===== config.mk =====
export PLATFORM = sky130hd
export DESIGN_NAME = safe_clk_rst_seq_ctrl
export DESIGN_NICKNAME = d
export VERILOG_FILES = /design/src/rtl/safe_clk_rst_seq_ctrl.sv
export SDC_FILE = /design/constraint.sdc
export NUM_CORES = 1
export LEC_CHECK = 0
export CORE_MARGIN = 2
export CORE_UTILIZATION = 56
export CTS_CLUSTER_DIAMETER = 150
export CTS_CLUSTER_SIZE = 14
export DETAILED_ROUTE_END_ITERATION = 8
export GPL_ROUTABILITY_DRIVEN = 0
export PLACE_DENSITY = 0.78
export SYNTH_ARGS = -nofsm -noshare
export SYNTH_HDL_FRONTEND = slang
export SYNTH_SLANG_ARGS = --single-unit
export TNS_END_PERCENT = 5

===== constraint.sdc =====
create_clock -name clk_safety_i -period 2.9 [get_ports clk_safety_i]
set_clock_uncertainty 0.2 [all_clocks]
set_input_delay 0.58 -clock clk_safety_i [delete_from_list [all_inputs] [get_ports clk_safety_i]]
set_output_delay 0.58 -clock clk_safety_i [all_outputs]
set_load 0.02 [all_outputs]

===== src/rtl/safe_clk_rst_seq_ctrl.sv =====
// -----------------------------------------------------------------------------
// safe_clk_rst_seq_ctrl
//
// Safety-island sequencer for the clock/reset monitor datapath. It runs on the
// safety clock and does four things:
//   - holds the main-domain reset low,
//   - waits for the main clock to report stable,
//   - releases the main reset and, after a delay, arms the frequency monitors,
//   - debounces monitor error flags and escalates confirmed faults.
// A confirmed fault re-runs the sequence a bounded number of times. After the
// last retry the block parks in SAFE, and only a software request leaves it.
//
// Ports
//   clk_safety_i        safety-domain clock (the only clock)
//   rst_n_safety_i      asynchronous active-low reset
//   clk_main_stable_i   main-clock stable flag, async, 2-flop synchronized
//   clk_main_error_i    main-clock frequency error, async, 2-flop synchronized
//   clk_safety_error_i  safety-clock frequency error, already in domain
//   sw_recover_req_i    single-cycle software recovery request (SAFE only)
//   rst_n_main_o        main-domain reset request, active-low
//   mon_en_o            frequency-monitor enable
//   safe_state_o        safe state active
//   fault_o             latched terminal fault
//   fault_code_o        cause of last confirmed fault
//                       (1 timeout, 2 stable loss, 3 main err, 4 safety err,
//                        5 both errors)
//   retry_cnt_o         re-sequence attempts consumed
//   state_o             HOLD=0 CLK_WAIT=1 RELEASE=2 RUN=3 DEBOUNCE=4 SAFE=5
// -----------------------------------------------------------------------------
module safe_clk_rst_seq_ctrl #(
  parameter int HOLD_CYCLES      = 64,
  parameter int CLK_WAIT_TIMEOUT = 4096,
  parameter int ARM_DELAY        = 16,
  parameter int DEBOUNCE         = 4,
  parameter int MAX_RETRIES      = 3,
  parameter int CNT_W            = 16
) (
  input  logic                               clk_safety_i,
  input  logic                               rst_n_safety_i,
  input  logic                               clk_main_stable_i,
  input  logic                               clk_main_error_i,
  input  logic                               clk_safety_error_i,
  input  logic                               sw_recover_req_i,
  output logic                               rst_n_main_o,
  output logic                               mon_en_o,
  output logic                               safe_state_o,
  output logic                               fault_o,
  output logic [3:0]                         fault_code_o,
  output logic [$clog2(MAX_RETRIES+1)-1:0]   retry_cnt_o,
  output logic [2:0]                         state_o
);

  localparam int RW   = $clog2(MAX_RETRIES + 1);
  localparam int DB_W = $clog2(DEBOUNCE + 1);

  typedef enum logic [2:0] {
    S_HOLD     = 3'd0,
    S_CLK_WAIT = 3'd1,
    S_RELEASE  = 3'd2,
    S_RUN      = 3'd3,
    S_DEBOUNCE = 3'd4,
    S_SAFE     = 3'd5
  } state_t;

  state_t            state_q;
  logic [CNT_W-1:0]  timer_q;
  logic [DB_W-1:0]   dcnt_q;
  logic [1:0]        stable_sync_q;
  logic [1:0]        merr_sync_q;

  logic              stable_s;
  logic              main_err_s;
  logic              any_err;
  logic              dcnt_last;
  logic [3:0]        err_code;
  logic              fault_req;
  logic [3:0]        fault_cause;

  // Two-flop synchronizers for the main-domain flags
  always_ff @(posedge clk_safety_i or negedge rst_n_safety_i) begin
    if (!rst_n_safety_i) begin
      stable_sync_q <= 2'b00;
      merr_sync_q   <= 2'b00;
    end else begin
      stable_sync_q <= {stable_sync_q[0], clk_main_stable_i};
      merr_sync_q   <= {merr_sync_q[0], clk_main_error_i};
    end
  end

  assign stable_s   = stable_sync_q[1];
  assign main_err_s = merr_sync_q[1];
  assign any_err    = main_err_s | clk_safety_error_i;

  // The debounce count is 0 in RUN, so this same test confirms directly from
  // RUN when DEBOUNCE == 1.
  assign dcnt_last  = (dcnt_q == DB_W'(DEBOUNCE - 1));

  always_comb begin
    err_code = 4'd4;
    if (main_err_s && clk_safety_error_i) err_code = 4'd5;
    else if (main_err_s)                  err_code = 4'd3;
  end

  // Fault detection. Stable loss outranks a debounce confirmation in the same
  // cycle. In CLK_WAIT, stable_s outranks the timeout.
  always_comb begin
    fault_req   = 1'b0;
    fault_cause = 4'd0;
    unique case (state_q)
      S_CLK_WAIT: begin
        if (!stable_s && timer_q == CNT_W'(CLK_WAIT_TIMEOUT - 1)) begin
          fault_req   = 1'b1;
          fault_cause = 4'd1;
        end
      end
      S_RELEASE: begin
        if (!stable_s) begin
          fault_req   = 1'b1;
          fault_cause = 4'd2;
        end
      end
      S_RUN, S_DEBOUNCE: begin
        if (!stable_s) begin
          fault_req   = 1'b1;
          fault_cause = 4'd2;
        end else if (any_err && dcnt_last) begin
          fault_req   = 1'b1;
          fault_cause = err_code;
        end
      end
      default: ;
    endcase
  end

  // Main FSM. Every output is registered and set from the state being entered.
  always_ff @(posedge clk_safety_i or negedge rst_n_safety_i) begin
    if (!rst_n_safety_i) begin
      state_q      <= S_HOLD;
      timer_q      <= '0;
      dcnt_q       <= '0;
      rst_n_main_o <= 1'b0;
      mon_en_o     <= 1'b0;
      safe_state_o <= 1'b0;
      fault_o      <= 1'b0;
      fault_code_o <= 4'd0;
      retry_cnt_o  <= '0;
    end else if (fault_req) begin
      fault_code_o <= fault_cause;
      timer_q      <= '0;
      dcnt_q       <= '0;
      rst_n_main_o <= 1'b0;
      mon_en_o     <= 1'b0;
      if (retry_cnt_o < RW'(MAX_RETRIES)) begin
        retry_cnt_o <= retry_cnt_o + 1'b1;
        state_q     <= S_HOLD;
      end else begin
        state_q      <= S_SAFE;
        safe_state_o <= 1'b1;
        fault_o      <= 1'b1;
      end
    end else begin
      unique case (state_q)
        S_HOLD: begin
          if (timer_q == CNT_W'(HOLD_CYCLES - 1)) begin
            timer_q <= '0;
            state_q <= S_CLK_WAIT;
          end else begin
            timer_q <= timer_q + 1'b1;
          end
        end
        S_CLK_WAIT: begin
          if (stable_s) begin
            timer_q      <= '0;
            state_q      <= S_RELEASE;
            rst_n_main_o <= 1'b1;
          end else begin
            timer_q <= timer_q + 1'b1;
          end
        end
        S_RELEASE: begin
          if (timer_q == CNT_W'(ARM_DELAY - 1)) begin
            timer_q  <= '0;
            state_q  <= S_RUN;
            mon_en_o <= 1'b1;
          end else begin
            timer_q <= timer_q + 1'b1;
          end
        end
        S_RUN: begin
          if (any_err) begin
            dcnt_q  <= DB_W'(1);
            state_q <= S_DEBOUNCE;
          end
        end
        S_DEBOUNCE: begin
          if (any_err) begin
            dcnt_q <= dcnt_q + 1'b1;
          end else begin
            dcnt_q  <= '0;
            state_q <= S_RUN;
          end
        end
        S_SAFE: begin
          if (sw_recover_req_i) begin
            state_q      <= S_HOLD;
            timer_q      <= '0;
            retry_cnt_o  <= '0;
            fault_code_o <= 4'd0;
            fault_o      <= 1'b0;
            safe_state_o <= 1'b0;
          end
        end
        default: begin
          state_q      <= S_HOLD;
          timer_q      <= '0;
          dcnt_q       <= '0;
          rst_n_main_o <= 1'b0;
          mon_en_o     <= 1'b0;
        end
      endcase
    end
  end

  assign state_o = state_q;

endmodule


# After elaboration in Yosys (flattened, before gate mapping)
# Cells that the tools add are included.
# Widths: inputs -> output; s select.
dict set report totals {
  output_inout_bits 13
  wordCells 103
  ff_bits 35
  in_bits 6
}
dict set report classes {
  n_eq_ne 21
  bitwise 1
  n_mux 48
  magnitude_cmp 1
  reduce_logical 19
  addsub 3
}
# op n
set op_table {}
lappend op_table {{$mux 16} 5}
lappend op_table {{$pmux 16 s5} 1}
lappend op_table {{$mux 3} 13}
lappend op_table {{$mux 4} 5}
lappend op_table {{$ne 3x3->1 const B} 6}
lappend op_table {{$pmux 3 s6} 1}
lappend op_table {{$add 16x1->16 const B} 1}
lappend op_table {{$eq 16x12->1 const B} 1}
lappend op_table {{$eq 16x4->1 const B} 1}
lappend op_table {{$eq 16x6->1 const B} 1}
lappend op_table {{$mux 1} 13}
lappend op_table {{$pmux 4 s3} 1}
lappend op_table {{$mux 2} 5}
lappend op_table {{$ne 2x1->1 const B} 5}
lappend op_table {{$reduce_and 2->1} 5}
lappend op_table {{$reduce_or 5->1} 2}
lappend op_table {{$eq 3x2->1 const B} 3}
lappend op_table {{$pmux 3 s3} 1}
lappend op_table {{$eq 3x3->1 const B} 2}
lappend op_table {{$reduce_and 3->1} 2}
lappend op_table {{$reduce_and 6->1} 1}
lappend op_table {{$pmux 1 s2} 2}
lappend op_table {{$reduce_bool 2->1} 2}
lappend op_table {{$reduce_or 4->1} 1}
lappend op_table {{other kinds (11)} 13}

# Depth between registers and ports, before layout
# Gate-level depths: netlist of the first run.
dict set report logic_depth {
  depth_word 7
  depth_mapped 10
  ltp_nobuf 8
}

# Worst setup path after synthesis of the first run
# No wires, ideal clock.
dict set report synth_timing {
  path_type {register -> register}
  start {reg dcnt_q[0]}
  end {reg state_q[2] (netlist: state_o[2])}
  period_less_slack_ns 2.227
  arrival_ns 1.902
  stages_incl_launch_ff 10
  setup_slack_ns 0.673
  path_buffers 1
  setup_time_ns 0.125
  required_time_ns 2.575
  path_cell_list {dfrtp_1 -> ha_1 -> ha_1 -> nand2_1 -> o21ai_0 -> a22oi_1 -> buf_2 -> nand3_1 -> nor2_1 -> mux2_2}
}
dict set report synth_between {
  elab_chain_cells 7
  elab_cells_between_ends 13
  cone_classes {eq/ne (7); mux (4); reduce/logical (2)}
}
# item line
set synth_lines {}
lappend synth_lines {{start, declared} 67} ;# logic [DB_W-1:0] dcnt_q;
lappend synth_lines {{start signal, assigned} 197} ;# dcnt_q <= dcnt_q + 1'b1;
lappend synth_lines {{$eq 3x2->1 (*)} 96} ;# assign dcnt_last = (dcnt_q == DB_W'(DEBOUNCE - 1));
lappend synth_lines {{$logic_and 1x1->1 (*)} 126} ;# end else if (any_err && dcnt_last) begin
lappend synth_lines {{$mux 1 (*)} 126}
lappend synth_lines {{$mux 1 (*)} 123} ;# if (!stable_s) begin
lappend synth_lines {{$pmux 1 s3 (*)} 109} ;# unique case (state_q)
lappend synth_lines {{$ne 3x3->1 (no line)} --}
lappend synth_lines {{$reduce_and 6->1 (no line)} --}
lappend synth_lines {{end signal, assigned} 138} ;# state_q <= S_HOLD;
lappend synth_lines {{end signal, assigned} 155} ;# state_q <= S_HOLD;
lappend synth_lines {{end signal, assigned} 157} ;# state_q <= S_SAFE;
lappend synth_lines {{end, declared} 65} ;# state_t state_q;
# Mark *: on every way between the ends. The rest lies on a longest branch, timed or not.
# A chain may end at the register's enable or synchronous reset.

# Worst setup path after layout of the first run
dict set report layout_timing {
  start {in clk_safety_error_i}
  end {reg timer_q[13]}
}
dict set report layout_between {
  elab_chain_cells 7
  elab_cells_between_ends 9
  cone_classes {eq/ne (2); mux (4); bitwise (1); reduce/logical (2)}
}
# item line
set layout_lines {}
lappend layout_lines {{start, declared} 42} ;# input logic clk_safety_error_i,
lappend layout_lines {{$or 1x1->1 (*)} 92} ;# assign any_err = main_err_s | clk_safety_error_i;
lappend layout_lines {{$logic_and 1x1->1 (*)} 126}
lappend layout_lines {{$mux 1 (*)} 126}
lappend layout_lines {{$mux 1 (*)} 123}
lappend layout_lines {{$pmux 1 s3 (*)} 109}
lappend layout_lines {{$ne 3x3->1 (no line) or $ne 2x1->1 (tied branches)} --}
lappend layout_lines {{$reduce_and 2->1 (no line)} --}
lappend layout_lines {{end signal, assigned} 168} ;# timer_q <= timer_q + 1'b1;
lappend layout_lines {{end signal, assigned} 177} ;# timer_q <= timer_q + 1'b1;
lappend layout_lines {{end signal, assigned} 186} ;# timer_q <= timer_q + 1'b1;
lappend layout_lines {{end, declared} 66} ;# logic [CNT_W-1:0] timer_q;
# Marked as above.

==> metrics.cfg, run 1 <==
[outcome]
status = finished, final reports clean

[grt]
grt_overflow = 0
gr-usage-met3_pct = 5.05
grt_pass1_vias = 1659
antenna_found_initial = 0
busiest_layer = met2
gr-usage-met1_pct = 28.8
grt_max_degree = 35
grt_pass1_wl_mm = 7.45
met2_usage_pct = 41.9
track_usage_pct = 24.2

[drt]
detail_route.first_pass.iterations = 5
ant_nets = 0
via_per_inst = 6.31
route.vias.total = 1742
drc = 0
wl_per_cell_um = 16.1
drt_iter0_drc = 132
drt_wl_total_mm = 4.46

[sta]
max_freq_mhz = 382
rsz0062_at_grt = no
finalWorstSetupSlack_ns = 0.279
period_share_pct = 90.4
finalCriticalPeriod_ns = 2.62
setup_viol = 0
tns_ns = 0
hold_violations = 0
finalMaxSlewViolations = 0

[logic_synthesis]
synth_edf_count = 0
synthFlopType = dfrtp_1
synth_top_area_cell = dfrtp_1
synth_area_per_cell_um2 = 9.30
synth_top_area_share_pct = 44.0
syn_inst = 208
synthTopCellsByArea = dfrtp_1 (44%), nand2_1 (3.7%), a21oi_1 (3.6%)
ys_seq_elements = 34
ys_warn_count = 0
yosysUniqueCellTypes = 50
syn_area_um2 = 1930
synthArstFlopShare_pct = 100
synth_nets = 218
synth-seq-area-share_pct = 44.0

[layout]
nNetsFinal = 239
seq_area_um2 = 851
syn_to_final_growth_pct = 17.2
drive_gt1_share_pct = 11.3
multi_input_area_um2 = 1010
layout_commonest_cell = dfrtp_1
diodes = 0
fin_cells = 276
fin_util_pct = 67.9
fillers = 291
final_cell_mix = dfrtp_1 (34), nand2_1 (19), clkdlybuf4s50_1 (17)

[cts]
clockBufferDepth = 2
htreeDepth = 2
post_cts_buffers = 0
cts_made_buffers = 5
cts_root_buf = clkbuf_4
ctsResizeCount = 0
clock-sinks = 34
cts_hold_buf = 0
clkLatencyLatePin_ns = 0.35
clk_pin_slew_ns = 0.11
cts_tree = done

[placed_design]
place_ws_ns = -0.0295
dp.cells = 268
dp_hpwl_mm = 3.18
io_buffers = 17

[floorplan]
initial_core_util_pct = 58.0
io_pins = 19
dieHeight_um = 62.8
coreArea_um2 = 3340
design.die.area_um2 = 3940
rows = 21
die_w_um = 62.8

[job]
drv_cap = 0

[critical_path]
cp-start-kind = input pin
cp_data_required_time_ns = 2.95
crit_chain = clkdlybuf4s50_1 > nor2_1 > o21ai_0 > a22oi_1 > o2111a_2 > or2b_1 > a31oi_1
cpMaxStageDelayCell = clkdlybuf4s50_1
path_max_fanout = 20
cp.arrival_ns = 2.67
setup.worst_path.class = input pin to register
end_kind = register
cpPeakStageDelay_ns = 0.47

[power]
p_int_mw = 0.755
combPwrFrac_pct = 2.4
seqPwrFrac_pct = 50.8
p_leak_nw = 1.03
ir_worst_vdd_uv = 284
switchingPower_mw = 0.188
swShare_pct = 20.0
p_clk_share_pct = 46.8
p_total_mw = 0.943
power.density_nw_per_um2 = 416

[worst_hold_path]
min_path_type = register to register

==> cell families after synthesis <==
| kind of cell | Yosys count | synth area share (%) |
|---|---|---|
| mux | 4 | 2.26 |
| compound gates | 62 | 22.5 |
| other cells | 1 | 0.194 |
| flops | 34 | 44.0 |
| buf+inv | 15 | 3.94 |
| xor+xnor | 2 | 0.906 |
| simple gates | 86 | 23.6 |
| fa+ha+maj | 4 | 2.59 |
==> metal layers <==
metal | wire length, µm | vias to the layer above
met1 | 1820 | 832
li1 | - | 828
met5 | 0 | -
met3 | 246 | 14
met2 | 2270 | 68
met4 | 115 | 0
==> power by group through the flow <==
stage	sequential, mW	combinational, mW	clock [mW]
after floorplan	0.488	0.00592	0
after global placement	0.489	0.0223	0
after detailed placement	0.489	0.0232	0
after CTS	0.479	0.0233	0.447
after global routing	0.480	0.0255	0.470
final	0.479	0.0225	0.441
==> worst paths after layout <==
| check | cells past startpoint | endpoint | slack [ns] | start |
|---|---|---|---|---|
| worst max-delay path | 7 | timer_q[13]$_DFFE_PN0P_ | 0.28 | clk_safety_error_i |
| worst min-delay path | 0 | stable_sync_q[1]$_DFF_PN0_ | 0.16 | stable_sync_q[0]$_DFF_PN0_ |
| worst max register to register | 8 | timer_q[13]$_DFFE_PN0P_ | 0.28 | dcnt_q[0]$_DFFE_PN0P_ |
| worst min register to register | 0 | stable_sync_q[1]$_DFF_PN0_ | 0.16 | stable_sync_q[0]$_DFF_PN0_ |
| max in group asynchronous | 2 | timer_q[11]$_DFFE_PN0P_ | 1.76 | rst_n_safety_i |
| min in group asynchronous | 2 | mon_en_o$_DFFE_PN0P_ | 0.42 | rst_n_safety_i |
==> metrics by stage <==
| step | hold slack (ns) | instance area [µm²] |
|---|---|---|
| 4_1_cts | 0.165 | 2270 |
| 2_1_floorplan | 0.0844 | 1930 |
| 6_report | 0.161 | 2270 |
| 3_5_place_dp | 0.139 | 2160 |
| 3_3_place_gp | 0.134 | 2160 |
| 5_1_grt | 0.183 | 2270 |
==> cells in the mapped netlist (2+ instances only) <==
library cell  instances
a21oi_1              14
and2_1                2
o22a_1                2
o211ai_1              2
or3_1                 2
a41oi_1               5
buf_4                 2
nand2b_1              4
nand3_1               8
a31oi_1              10
nor4_1                2
and3_1               10
mux2_2                3
buf_2                 4
dfrtp_1              34
o21ai_0               7
or2b_1                4
ha_1                  4
nor2_1               15
clkbuf_1              3
a21o_1                2
a22oi_1               3
inv_1                 4
nand2_1              19
nand4_1               6
a221o_1               3
nor3_1                6
a22o_1                5
and4_1                2
==> sequential cells by signal, indices dropped and copies added, names as in the netlist <==
register,cells
dcnt_q,3
fault_code_o,3
fault_o,1
merr_sync_q,2
mon_en_o,1
retry_cnt_o,2
rst_n_main_o,1
stable_sync_q,2
state_o,3
timer_q,16
==> layout make-up <==
type / count / share of cell area, %
clock buffers: 5 / 1.66
clock inverters: 3 / 3.04
inverters: 4 / 0.662
multi-input cells: 159 / 44.4
flip-flops and latches: 34 / 37.5
well taps: 46 / 2.54
repair buffers: 25 / 10.2
==> worst max-delay path, delay by kind of cell <==
| family | cells | cell delay, ns |
|---|---|---|
| AOI/OAI and AO/OA | 4 | 1.14 |
| buffers and inverters | 1 | 0.47 |
| and+or+nand+nor | 2 | 0.48 |
Note: power is estimated with default switching activity, not from simulation.
==> run 2, diff against run 1 <==
Settings changed: GPL_ROUTABILITY_DRIVEN 0 to not set.
==> metrics.cfg, run 2 (same netlist as run 1, synthesis figures left out) <==
[drt]
wl_per_cell_um = 15.6  ; was 16.1 µm
drt_wl_total_mm = 4.30  ; was 4.46 mm
ant_nets = 0  ; unchanged
drt_iter0_drc = 159  ; was 132
detail_route.first_pass.iterations = 4  ; was 5
via_per_inst = 6.26  ; was 6.31
route.vias.total = 1729  ; was 1742
drc = 0  ; unchanged

[grt]
met2_usage_pct = 43.7  ; was 41.9%
grt_max_degree = 35  ; unchanged
busiest_layer = met2  ; unchanged
grt_pass1_wl_mm = 7.67  ; was 7.45 mm
track_usage_pct = 24.6  ; was 24.2%
gr-usage-met1_pct = 29.5  ; was 28.8%
antenna_found_initial = 0  ; unchanged
gr-usage-met3_pct = 4.50  ; was 5.05%
grt_pass1_vias = 1717  ; was 1659
grt_overflow = 0  ; unchanged

[critical_path]
crit_chain = clkdlybuf4s50_1 > nor2_1 > o21ai_0 > a22oi_1 > buf_4 > nand3_1 > nor2_1 > mux2_2  ; was clkdlybuf4s50_1 > nor2_1 > o21ai_0 > a22oi_1 > o2111a_2 > or2b_1 > a31oi_1
critPathTopFamily = buffers and inverters  ; was compound AO/OA/AOI/OAI gates
critPathBufInv = 2  ; was 1
cpMaxStageDelayCell = clkdlybuf4s50_1  ; unchanged
cp_data_required_time_ns = 2.92  ; was 2.95 ns
cpMostUsedCell = nor2_1
cp.arrival_ns = 2.60  ; was 2.67 ns
cp-start-kind = input pin  ; unchanged
setup.worst_path.class = input pin to register  ; unchanged
path_max_fanout = 10  ; was 20
cpPeakStageDelay_ns = 0.47  ; about the same
end_kind = register  ; unchanged

[sta]
finalMaxSlewViolations = 0  ; unchanged
setup_viol = 0  ; unchanged
rsz0062_at_grt = no  ; unchanged
hold_violations = 0  ; unchanged
finalCriticalPeriod_ns = 2.58  ; was 2.62 ns
max_freq_mhz = 388  ; was 382 MHz
tns_ns = 0  ; unchanged
period_share_pct = 88.8  ; was 90.4%

[cts]
clkLatencyLatePin_ns = 0.33  ; was 0.35 ns
cts_made_buffers = 5  ; unchanged
clock-sinks = 34  ; unchanged
ctsResizeCount = 0  ; unchanged
cts_hold_buf = 0  ; unchanged
htreeDepth = 2  ; unchanged
clk_pin_slew_ns = 0.11  ; about the same
post_cts_buffers = 0  ; unchanged
clockBufferDepth = 2  ; unchanged
cts_root_buf = clkbuf_4  ; unchanged
cts_tree = done  ; unchanged

[floorplan]
io_pins = 19  ; unchanged
dieHeight_um = 62.8  ; unchanged
die_w_um = 62.8  ; unchanged
rows = 21  ; unchanged
design.die.area_um2 = 3940  ; unchanged
initial_core_util_pct = 58.0  ; unchanged
coreArea_um2 = 3340  ; unchanged

[layout]
fillers = 288  ; was 291
multi_input_area_um2 = 1010  ; unchanged
largest_reg_flops = 16  ; unchanged
regMostFlops = timer_q  ; unchanged
drive_gt1_share_pct = 11.3  ; unchanged
nNetsFinal = 239  ; unchanged
fin_util_pct = 67.1  ; was 67.9%
seq_area_um2 = 851  ; unchanged
syn_to_final_growth_pct = 15.7  ; was 17.2%
finalInstanceArea_um2 = 2240  ; was 2270 µm²
diodes = 0  ; unchanged
layout_commonest_cell = dfrtp_1  ; unchanged
final_cell_mix = dfrtp_1 (34), nand2_1 (19), clkdlybuf4s50_1 (17)  ; unchanged

[job]
drv_cap = 0  ; unchanged

[placed_design]
io_buffers = 17  ; unchanged
gp_congestion = 0.865
dp_hpwl_mm = 3.11  ; was 3.18 mm
place_area_um2 = 2160  ; unchanged

[worst_hold_path]
min_path_type = register to register  ; unchanged

[power]
power.density_nw_per_um2 = 376  ; was 416 nW/µm²
p_total_mw = 0.841  ; was 0.943 mW
ir_worst_vdd_uv = 214  ; was 284 µV
p_leak_nw = 1.02  ; was 1.03 nW

[outcome]
status = finished, final reports clean  ; unchanged

==> run 2: cell count changes in the layout (fill, tap and decap cells not counted), sizes merged <==
cell    change
bufinv      -1
clkinv      +1
==> run 2: worst register-to-register path, delay by kind of cell (launching register included) <==
kind                     cells  cell delay [ns]
flip-flops                   1             0.43
AND/OR/NAND/NOR              3             0.42
adder cells (fa/ha/maj)      2             0.42
AO/OA/AOI/OAI                2             0.40
multiplexers                 1             0.34
buffers and inverters        1             0.23
==> run 2: area by class of cell <==
type | instances | share of cell area, %
clock inverter | 3 | 1.79
sequential | 34 | 38.0
tap | 46 | 2.57
inverter | 4 | 0.671
clock buffer | 5 | 1.68
timing repair buffer | 25 | 10.3
multi-input combinational | 159 | 45.0
==> run 2: layer usage <==
layer	share of wire [%]	up-vias
met3	5.4	6
met4	1.4	0
met5	0	-
met1	42	838
met2	52	65
li1	-	820
==> run 2: path summary, 6_finish.rpt <==
check	start	to	slack, ns	depth (start not counted)
max	clk_safety_error_i	state_o[2]$_DFFE_PN0P_	0.32	8
min	merr_sync_q[0]$_DFF_PN0_	merr_sync_q[1]$_DFF_PN0_	0.16	0
max reg2reg	dcnt_q[0]$_DFFE_PN0P_	state_o[2]$_DFFE_PN0P_	0.35	9
min reg2reg	merr_sync_q[0]$_DFF_PN0_	merr_sync_q[1]$_DFF_PN0_	0.16	0
max in group asynchronous	rst_n_safety_i	state_o[2]$_DFFE_PN0P_	1.75	2
min in group asynchronous	rst_n_safety_i	rst_n_main_o$_DFFE_PN0P_	0.44	2
==> run 2: power by group <==
group / switching [mW] / leakage [nW] / internal, mW
clock network: 0.161 / 0.0450 / 0.179
logic: 0.0139 / 0.533 / 0.00864
registers: 0.00280 / 0.441 / 0.477
==> run 2: through the flow <==
| step | hold slack [ns] | setup slack, ns | std cells |
|---|---|---|---|
| finish | 0.160 | 0.324 | 276 |
| global route | 0.171 | 0.231 | 276 |
| CTS | 0.162 | 0.355 | 276 |
| detailed placement | 0.137 | 0.00517 | 268 |
| global placement | 0.133 | 0.124 | 268 |
| floorplan | 0.0844 | 0.673 | 208 |
